$ cat config.mk
export PLATFORM = sky130hd
export DESIGN_NAME = fir_decim_out
export DESIGN_NICKNAME = d
export VERILOG_FILES = /design/src/rtl/fir_pkg.sv /design/src/rtl/fir_sync_fifo.sv /design/src/rtl/fir_decim_out.sv
export SDC_FILE = /design/constraint.sdc
export NUM_CORES = 1
export LEC_CHECK = 0
export ABC_CLOCK_PERIOD_IN_PS = 3400
export CORE_MARGIN = 2
export CORE_UTILIZATION = 52
export DETAILED_ROUTE_END_ITERATION = 8
export PLACE_DENSITY = 0.75
export SYNTH_ARGS = -nofsm -noshare
export SYNTH_HDL_FRONTEND = slang
export SYNTH_SLANG_ARGS = --single-unit
$ cat constraint.sdc
create_clock -name clk -period 3.4 [get_ports clk]
set_clock_uncertainty 0.05 [all_clocks]
set_input_delay 0.68 -clock clk [delete_from_list [all_inputs] [get_ports clk]]
set_output_delay 0.68 -clock clk [all_outputs]
set_load 0.005 [all_outputs]
$ cat src/rtl/fir_pkg.sv
// Shared types and arithmetic helpers for the FIR output stages.
package fir_pkg;

  // Coefficient symmetry of the FIR core feeding the output stage.
  typedef enum logic [1:0] {
    NONSYM,
    SYM,
    ANTISYM
  } sym_e;

  // Wide signed working type; any realistic filter result plus the rounding
  // constant fits without overflow once sign-extended into it.
  localparam int CALC_W = 64;
  typedef logic signed [CALC_W-1:0] calc_t;

  // Result of a clamp: the value plus whether a limit was applied.
  typedef struct packed {
    calc_t value;
    logic  clamped;
  } sat_t;

  // Bit width needed to index n items; never less than one bit.
  function automatic int width_of(input int n);
    return (n <= 1) ? 1 : $clog2(n);
  endfunction

  // Round half up: add half an output LSB, then drop 'shift' LSBs arithmetically.
  function automatic calc_t round_half_up(input calc_t x, input int shift);
    calc_t half;
    half = calc_t'(1) <<< (shift - 1);
    return (x + half) >>> shift;
  endfunction

  // Clamp a signed value to the range of an out_w-bit two's-complement word.
  function automatic sat_t saturate(input calc_t r, input int out_w);
    calc_t hi;
    calc_t lo;
    sat_t  res;
    hi          = (calc_t'(1) <<< (out_w - 1)) - calc_t'(1);
    lo          = -(calc_t'(1) <<< (out_w - 1));
    res.clamped = 1'b1;
    if (r > hi) begin
      res.value = hi;
    end else if (r < lo) begin
      res.value = lo;
    end else begin
      res.value   = r;
      res.clamped = 1'b0;
    end
    return res;
  endfunction

endpackage

$ cat src/rtl/fir_sync_fifo.sv
// Synchronous FIFO with a registered first-word-fall-through output.
// An entry becomes visible on rd_valid one cycle after it is written; a push
// into a full FIFO is accepted only when a pop frees a slot in the same cycle.
module fir_sync_fifo #(
  parameter int WIDTH = 16,
  parameter int DEPTH = 8
) (
  input  logic                     clk,
  input  logic                     rst,
  input  logic                     push,
  input  logic [WIDTH-1:0]         wdata,
  input  logic                     rd_ready,
  output logic                     rd_valid,
  output logic [WIDTH-1:0]         rd_data,
  output logic [$clog2(DEPTH):0]   level,
  output logic                     drop
);

  localparam int AW = $clog2(DEPTH);
  localparam int LW = AW + 1;

  logic [WIDTH-1:0] mem [DEPTH];
  logic [AW-1:0]    wr_ptr;
  logic [AW-1:0]    rd_ptr;
  logic [AW-1:0]    rd_ptr_next;
  logic [LW-1:0]    count;
  logic [LW-1:0]    count_next;
  logic             pop;
  logic             full;
  logic             accept;
  logic             show;

  // Push/pop decisions and next occupancy from the current state.
  // NOTE: every signal assigned here gets a value on every path (defaults first), otherwise a latch is inferred.
  always_comb begin
    pop         = rd_valid && rd_ready;
    full        = (count == LW'(DEPTH));
    accept      = push && (!full || pop);
    drop        = push && full && !pop;
    rd_ptr_next = pop ? rd_ptr + AW'(1) : rd_ptr;
    count_next  = count;
    case ({accept, pop})
      2'b10:   count_next = count + LW'(1);
      2'b01:   count_next = count - LW'(1);
      default: count_next = count;
    endcase
    // Only entries written before this edge may be presented next cycle.
    show        = (count > LW'(pop));
  end

  // Storage write port.
  // NOTE: the storage array is deliberately not reset; pointers and count define which entries are meaningful, and an unreset array maps onto RAM.
  always_ff @(posedge clk) begin
    if (accept) begin
      mem[wr_ptr] <= wdata;
    end
  end

  // Pointers, occupancy and the registered output word.
  // NOTE: state is updated with non-blocking assignments so every register samples pre-edge values, whatever the statement order.
  always_ff @(posedge clk) begin
    if (!rst) begin
      wr_ptr   <= '0;
      rd_ptr   <= '0;
      count    <= '0;
      rd_valid <= 1'b0;
      rd_data  <= '0;
    end else begin
      if (accept) begin
        wr_ptr <= wr_ptr + AW'(1);
      end
      rd_ptr   <= rd_ptr_next;
      count    <= count_next;
      rd_valid <= show;
      if (show) begin
        rd_data <= mem[rd_ptr_next];
      end
    end
  end

  assign level = count;

endmodule

$ cat src/rtl/fir_decim_out.sv
// FIR output stage: decimate, round half up, saturate, register once, then
// buffer in a FWFT FIFO toward a ready/valid consumer. Sticky flags report
// saturation and samples lost to a full FIFO.
module fir_decim_out
  import fir_pkg::*;
#(
  parameter int INPUT_WIDTH  = 26,
  parameter int OUTPUT_WIDTH = 16,
  parameter int SHIFT        = 10,
  parameter int DECIM        = 4,
  parameter int DECIM_PHASE  = 0,
  parameter int FIFO_DEPTH   = 8
) (
  input  logic                          clk,
  input  logic                          rst,
  input  logic                          valid_in,
  input  logic [INPUT_WIDTH-1:0]        din,
  input  logic                          sync,
  output logic                          m_valid,
  input  logic                          m_ready,
  output logic [OUTPUT_WIDTH-1:0]       m_data,
  output logic [$clog2(FIFO_DEPTH):0]   level,
  output logic                          ovf,
  output logic                          sat,
  input  logic                          flag_clr
);

  localparam int PHASE_W = width_of(DECIM);
  localparam logic [PHASE_W-1:0] LAST_PHASE = PHASE_W'(DECIM - 1);
  localparam logic [PHASE_W-1:0] KEEP_PHASE = PHASE_W'(DECIM_PHASE);
  // After a sync the realigned sample was phase 0, so the next one is phase 1.
  localparam logic [PHASE_W-1:0] SYNC_LOAD  = (DECIM == 1) ? '0 : PHASE_W'(1);

  logic [PHASE_W-1:0]      phase;
  logic [PHASE_W-1:0]      eff_phase;
  logic [PHASE_W-1:0]      phase_next;
  logic                    keep;
  calc_t                   din_ext;
  sat_t                    sat_res;
  logic                    pipe_valid;
  logic [OUTPUT_WIDTH-1:0] pipe_data;
  logic                    fifo_drop;

  assign din_ext = calc_t'($signed(din));
  assign sat_res = saturate(round_half_up(din_ext, SHIFT), OUTPUT_WIDTH);

  // Phase selection: sync forces the current sample to phase 0.
  always_comb begin
    eff_phase  = sync ? '0 : phase;
    keep       = valid_in && (eff_phase == KEEP_PHASE);
    phase_next = phase;
    if (sync) begin
      phase_next = valid_in ? SYNC_LOAD : '0;
    end else if (valid_in) begin
      phase_next = (phase == LAST_PHASE) ? '0 : phase + PHASE_W'(1);
    end
  end

  // Phase counter and the single round/saturate pipeline register.
  always_ff @(posedge clk) begin
    if (!rst) begin
      phase      <= '0;
      pipe_valid <= 1'b0;
      pipe_data  <= '0;
    end else begin
      phase      <= phase_next;
      pipe_valid <= keep;
      if (keep) begin
        pipe_data <= OUTPUT_WIDTH'(sat_res.value);
      end
    end
  end

  // Sticky status flags; a new event in the clear cycle keeps the flag set.
  always_ff @(posedge clk) begin
    if (!rst) begin
      ovf <= 1'b0;
      sat <= 1'b0;
    end else begin
      ovf <= fifo_drop | (ovf & ~flag_clr);
      sat <= (keep & sat_res.clamped) | (sat & ~flag_clr);
    end
  end

  fir_sync_fifo #(
    .WIDTH (OUTPUT_WIDTH),
    .DEPTH (FIFO_DEPTH)
  ) u_fifo (
    .clk      (clk),
    .rst      (rst),
    .push     (pipe_valid),
    .wdata    (pipe_data),
    .rd_ready (m_ready),
    .rd_valid (m_valid),
    .rd_data  (m_data),
    .level    (level),
    .drop     (fifo_drop)
  );

endmodule

==> results.md, run 1 <==
* Status: finished clean
* Reg2Reg Setup Slack at slightly below 0.9 ns
* Synthesis-to-finish area growth at 19.12%
* Setup crit start kind: input pin
* Post-Syn Area at around 7000 sq um
* Met2 WL post-DR at between 6000 and 7000 um
* Final Hold Fails at 0
* Remaining DRCs at 0
* Cells after Synth at ~450
* Syn Nets at a little under 500
* Final setup fails at 0
* Via count at between 3000 and 4000
* Vias per cell at 5.620
* IO Port Bufs at 45
* Tcrit/Tclk final at 0.8274
* Largest net degree at the start of global routing at 34
* Seq/Total Area, Yosys at 0.6822
* Worst VDD drop at 375.1 uV
* Std-Cell Core Area at 13240 sq um
* Final min period at around 2.8 ns
* Total GRT Usage at 0.1930
* Area share of the largest cell type after synthesis at 0.5457
* FF-to-FF path depth at 10
* Clock transition at path regs at ~0.06 ns
* H-tree depth at 4
* Critical Path End Type: flip-flop
* WS Path Type: input pin to flip-flop
* Initial DRC Count at 220
* Worst r2r dst: u_fifo.level[3]
* ANT cells at 0
* Hold Startpoint: u_fifo.rd_data[8]
* Fmax at approximately 0.36 GHz
* Wire length on met1 at around 5400 um
* Root buf cell: clkbuf_16
* Synthesis warning total at 0
* Hold WS at between 0.3 and 0.4 ns
* Worst rel slew slack at 0.4526
* Global-route wire length before repair at between 20000 and 25000 um
* Largest cells by area after synthesis: edfxtp_1 55%, dfxtp_1 14%, mux4_2 7.0%
* Initial Util at 0.5318
* Commonest non-fill, non-tap cells in the layout: 128 x edfxtp_1, 48 x nand2_1, 48 x dfxtp_1, 45 x clkdlybuf4s50_1, 22 x mux4_2
* GR Overflow Total at 0
* DPL Wire Length at between 7000 and 8000 um
* Power per Cell Area at between 600 and 700 nW/um^2
* RSZ-0062 raised after global routing: false
* DIE HEIGHT at ~120 um
* Length of routed met3 wiring at slightly below 600 um
* Post-DRT Antenna Nets at 0
* Routability Congestion at about 0.85
* Top layer used by detailed routing: met4
* Row Count at 42
* Longest Clk Path Bufs at 2
* Die Area at ~14000 sq um
* CTS Buf Count at 17
* Post-CTS setup buffer count at 0
* Cell taking the most area after synthesis: edfxtp_1
* Layout cells sized above 1 at 0.1583
* Final max-slew violation count at 0
* DRT Pass-1 Iters at 4
* Least-Margin Pin Slew at 0.8175 ns
* WL per Instance at 18.70 um
* Nets at ~550
* Unique masters post-synth at 51
* Critical R2R Launch: u_fifo.level[1]
* Detailed Route WL at between 10000 and 15000 um
* Antenna violations before repair at 0
* Max-cap viol count at 0
* Synth Register Bits at roughly 180
* IO Count at between 50 and 60
* Maximum fanout along the worst path at 9
* Die extent in x at 120.4 um
* Static Leak at slightly below 3 nW
* Setup TNS at 0 ns
* Data arrival at the endpoint of the critical path at about 3.1 ns
* Hold Path Class: flip-flop to flip-flop
* Num Clock Sinks at about 180
* Avg Cell Area, Syn at ~16 sq um
* Hold path depth at 2
* Cts repair resizes at 0
* Vias in the first global route at between 3000 and 4000
* CP required at 3.71 ns
* Hold Path Sink: u_fifo.rd_data[8]
* Commonest non-fill, non-tap cell in the layout: edfxtp_1
* CTS tree: done
* Hold_buf cts at 0
* Worst-skew pair later-pin latency at around 0.42 ns
==> cells by family after synthesis <==
logic type	share of synthesized area
XOR/XNOR	0.02754
adder cells (fa/ha/maj)	0.01528
AO/OA/AOI/OAI	0.05418
multiplexers	0.1091
flip-flops	0.6822
AND/OR/NAND/NOR	0.09149
buffers and inverters	0.02025
==> critical path: stages <==
cell and delay, ns:
clkdlybuf4s50_1 0.50, nand2_2 0.10, inv_4 0.12, ha_1 0.24, nor2_1 0.13, nor4_2 0.08
nor3b_2 0.70, buf_4 0.31, a22oi_1 0.15, nand2_1 0.13
==> sequential cells by signal, indices dropped and copies added, names as in the netlist <==
name,cells
u_fifo.rd_valid,1
pipe_valid,1
u_fifo.mem,128
pipe_data,16
u_fifo.wr_ptr,3
phase,2
u_fifo.level,4
ovf,1
sat,1
u_fifo.rd_data,16
u_fifo.rd_ptr,3
==> routing by layer <==
metal	up-vias	track usage
met3	12	0.04057
met4	0	0.06613
met2	102	0.3305
met1	1939	0.2460
met5	-	0
li1	1847	-
==> synthesized netlist by cell type (all sizes together) <==
master  instances
mux4           32
and2            8
a21boi          4
fa              1
nor4b           1
nor3b           4
a31oi           3
a21oi           9
buf            12
edfxtp        128
nand4b          1
a21o            2
o21a            1
nand3           5
clkbuf         10
a41oi           1
inv             7
ha              7
nor3           15
nor4            2
nand2          49
a22oi          16
or3             1
o32ai           1
o31ai           1
nand4           7
nand2b          3
and3            2
mux2i           1
xnor2          12
xor2            8
and4            5
o221a           1
nor2b           7
nor2           15
dfxtp          48
o21ai          14
a211oi          2
o211ai          1
and3b           1
==> where the power goes <==
part,internal [mW],leakage (nW),switching [mW]
clock network,1.19,0.286,0.759
registers,2.43,1.56,0.0978
logic,0.417,1.05,0.332
==> area by class of cell <==
cell class | instances | area (sq um)
flip-flops and latches | 176 | 4805
repair buffers | 60 | 588.1
fillers | 965 | 4853
multi-input cells | 243 | 2146
inverters | 7 | 28.78
clock buffers | 22 | 464.2
clock inverters | 10 | 137.6
well taps | 176 | 220.2
==> worst max path at each step <==
stage,from,endpoint,depth (start not counted)
4_1_cts,m_ready,u_fifo.rd_data[0],10
3_3_place_gp,m_ready,u_fifo.rd_data[0],10
5_1_grt,m_ready,u_fifo.level[3],11
2_1_floorplan,m_ready,u_fifo.mem[0][0],4
3_5_place_dp,m_ready,u_fifo.rd_data[0],10
6_report,m_ready,u_fifo.rd_data[0],10
==> metrics by stage <==
| step | area [sq um] | utilization | std cells | total power [mW] | setup slack (ns) |
|---|---|---|---|---|---|
| 5_1_grt | 8389 | 0.6335 | 694 | 5.426 | 0.3795 |
| 6_report | 8389 | 0.6335 | 694 | 5.228 | 0.5867 |
| 3_5_place_dp | 7787 | 0.5881 | 662 | 3.331 | 0.1502 |
| 2_1_floorplan | 7049 | - | 448 | 3.027 | 0.07284 |
| 4_1_cts | 8389 | 0.6335 | 694 | 5.270 | 0.5599 |
| 3_3_place_gp | 7787 | 0.5881 | 662 | 3.307 | 0.1907 |
Note: power is estimated with default switching activity, not from simulation.
==> run 2, diff against run 1 <==
--- a/config.mk
+++ b/config.mk
@@ -5,11 +5,11 @@
 export SDC_FILE = /design/constraint.sdc
 export NUM_CORES = 1
 export LEC_CHECK = 0
-export ABC_CLOCK_PERIOD_IN_PS = 3400
+export ABC_CLOCK_PERIOD_IN_PS = 2950
 export CORE_MARGIN = 2
-export CORE_UTILIZATION = 52
+export CORE_UTILIZATION = 58
 export DETAILED_ROUTE_END_ITERATION = 8
-export PLACE_DENSITY = 0.75
+export PLACE_DENSITY = 0.79
 export SYNTH_ARGS = -nofsm -noshare
 export SYNTH_HDL_FRONTEND = slang
 export SYNTH_SLANG_ARGS = --single-unit
==> constraint.sdc (replaced) <==
create_clock -name clk -period 2.95 [get_ports clk]
set_clock_uncertainty 0.05 [all_clocks]
set_input_delay 0.59 -clock clk [delete_from_list [all_inputs] [get_ports clk]]
set_output_delay 0.59 -clock clk [all_outputs]
set_load 0.005 [all_outputs]
==> run 2 against run 1 <==
Core utilization grew 7.9 points. Combinational power up 26%. Highest routed layer unchanged. Worst hold slack better by 0.00095 ns.
==> results.md, run 2 (same netlist as run 1, synthesis figures left out) <==
* Status: finished clean
* Static Leak at roughly 3 nW
* Total GRT Usage at 0.2255
* ANT cells at 0
* Hold Path Class: flip-flop to flip-flop
* Final max-slew violation count at 0
* Worst VDD drop at 462.4 uV
* Biggest register: u_fifo.mem
* DPL Wire Length at a little over 8000 um
* Detailed Route WL at 13580 um
* Longest Clk Path Bufs at 2
* Row Count at 40
* CP most frequent cell: ha_1
* Die Area at 13040 sq um
* Hold_buf cts at 0
* DIE HEIGHT at 114.2 um
* H-tree depth at 4
* CTS Buf Count at 17
* Power per Cell Area at between 700 and 800 nW/um^2
* Commonest non-fill, non-tap cell in the layout: edfxtp_1
* CTS tree: done
* RSZ-0062 raised after global routing: false
* Tcrit/Tclk final at 0.9227
* Antenna violations before repair at 0
* Crit path largest cell delay at roughly 0.5 ns
* Sw Ratio at 0.2335
* Slowest CP cell: clkdlybuf4s50_1
* Cells along the critical path: clkdlybuf4s50_1 -> nand2_2 -> buf_4 -> a31oi_1 -> inv_1 -> ha_1 -> ha_1 -> a21o_1 -> a21oi_1 -> xnor2_1 -> or3_1 -> a21boi_0
* Largest register FFs at about 130
* GR Overflow Total at 0
* Std-Cell Core Area at about 12000 sq um
* Layout cells sized above 1 at 0.1808
* Final min period at around 2.7 ns
* Post-Layout Cell Count at 678
* Largest regs: u_fifo.mem x128, pipe_data x16, u_fifo.rd_data x16
* Largest net degree at the start of global routing at 34
* Maximum fanout along the worst path at 2
* Final Hold Fails at 0
* Num Clock Sinks at roughly 180
* Data arrival at the endpoint of the critical path at 3.02 ns
* Int Pwr at about 4.7 mW
* WL per Instance at approximately 20 um
* Initial DRC Count at ~280
* Share of power burned in registers at 0.476
* Max-cap viol count at 0
* Vias per cell at 5.966
* Routability Congestion at a little under 0.9
* Setup TNS at 0 ns
* Root buf cell: clkbuf_16
* Register area at 4805 sq um
* Final core utilization at 0.7121
* Setup crit start kind: input pin
* Worst rel slew slack at 0.4670
* Synthesis-to-finish area growth at 20.43%
* IO Count at 55
* Final setup fails at 0
* Fmax at approximately 0.37 GHz
* Nets at 558
* Die extent in x at between 100 and 150 um
* Switch Pwr at roughly 1.4 mW
* Clock power share at 0.369
* Remaining DRCs at 0
* DRT Pass-1 Iters at 5
* Least-Margin Pin Slew at about 0.80 ns
* WS Path Type: input pin to flip-flop
* Critical Path End Type: flip-flop
* Worst-skew pair later-pin latency at approximately 0.42 ns
* Setup ws final at around 0.23 ns
* Post-DP Area at 7874 sq um
* Combinational power share at 0.155
* Initial Util at 0.5913
* Vias in the first global route at 4029
* Post-DRT Antenna Nets at 0
* Post-route design area at 8482 sq um
* CP required at ~3.2 ns
* Via count at roughly 4000
* Commonest non-fill, non-tap cells in the layout: 128 x edfxtp_1, 48 x nand2_1, 48 x dfxtp_1, 45 x clkdlybuf4s50_1, 24 x buf_4
* Dpl ws at -0.2837 ns
* Global-route wire length before repair at between 20000 and 25000 um
* Area used by multi-input combinational logic at 2152 sq um
* # fillers at 752
* Clock transition at path regs at about 0.06 ns
* IO Port Bufs at 45
* Placed cell count at approximately 650
## run 2: final cells by class
type	count	share of cell area
sequential	176	0.5665
inverter	7	0.003393
clock inverter	14	0.01918
tap	147	0.02168
multi-input combinational	243	0.2537
timing repair buffer	73	0.08379
clock buffer	18	0.05178
## run 2: per-layer routing
metal | part of all wire | vias up | track usage
met5 | 0 | - | 0
met4 | 0.011 | 0 | 0.06016
li1 | - | 1872 | -
met1 | 0.42 | 2018 | 0.2874
met3 | 0.047 | 14 | 0.06670
met2 | 0.53 | 141 | 0.3817
## run 2: repair_timing
| action | in CTS | in global routing |
|---|---|---|
| endpoints found under the setup margin | 0 | 3 |
| setup buffers | 0 | 0 |
| resized for setup | 0 | 1 |
## run 2: per-stage QoR
stage	power, mW	hold slack (ns)
after floorplan	3.489	0.3845
after global routing	6.337	0.3996
after CTS	6.156	0.3877
after global placement	3.877	0.3725
after detailed placement	3.910	0.3787
final	6.120	0.3844
## run 2: critical path, delay by kind of cell
kind | cells | cell delay [ns]
AOI/OAI and AO/OA | 4 | 0.70
buffers and inverters | 3 | 0.74
adders and majority gates | 2 | 0.50
and+or+nand+nor | 2 | 0.39
xor gates and xnor gates | 1 | 0.09
## run 2: final timing paths
| kind | slack (ns) | from | to | depth (start not counted) |
|---|---|---|---|---|
| max | 0.23 | m_ready | u_fifo.level[3] | 12 |
| min | 0.38 | u_fifo.rd_data[5] | u_fifo.rd_data[5] | 2 |
| max reg2reg | 0.51 | u_fifo.rd_valid | u_fifo.level[3] | 11 |
| min reg2reg | 0.38 | u_fifo.rd_data[5] | u_fifo.rd_data[5] | 2 |
## run 2: power by group through the flow
stage,sequential [mW],combinational [mW],clock (mW)
finish,2.91,0.947,2.26
global route,2.93,1.03,2.38
CTS,2.91,0.959,2.28
detailed placement,2.96,0.948,0
global placement,2.95,0.930,0
floorplan,2.94,0.553,0
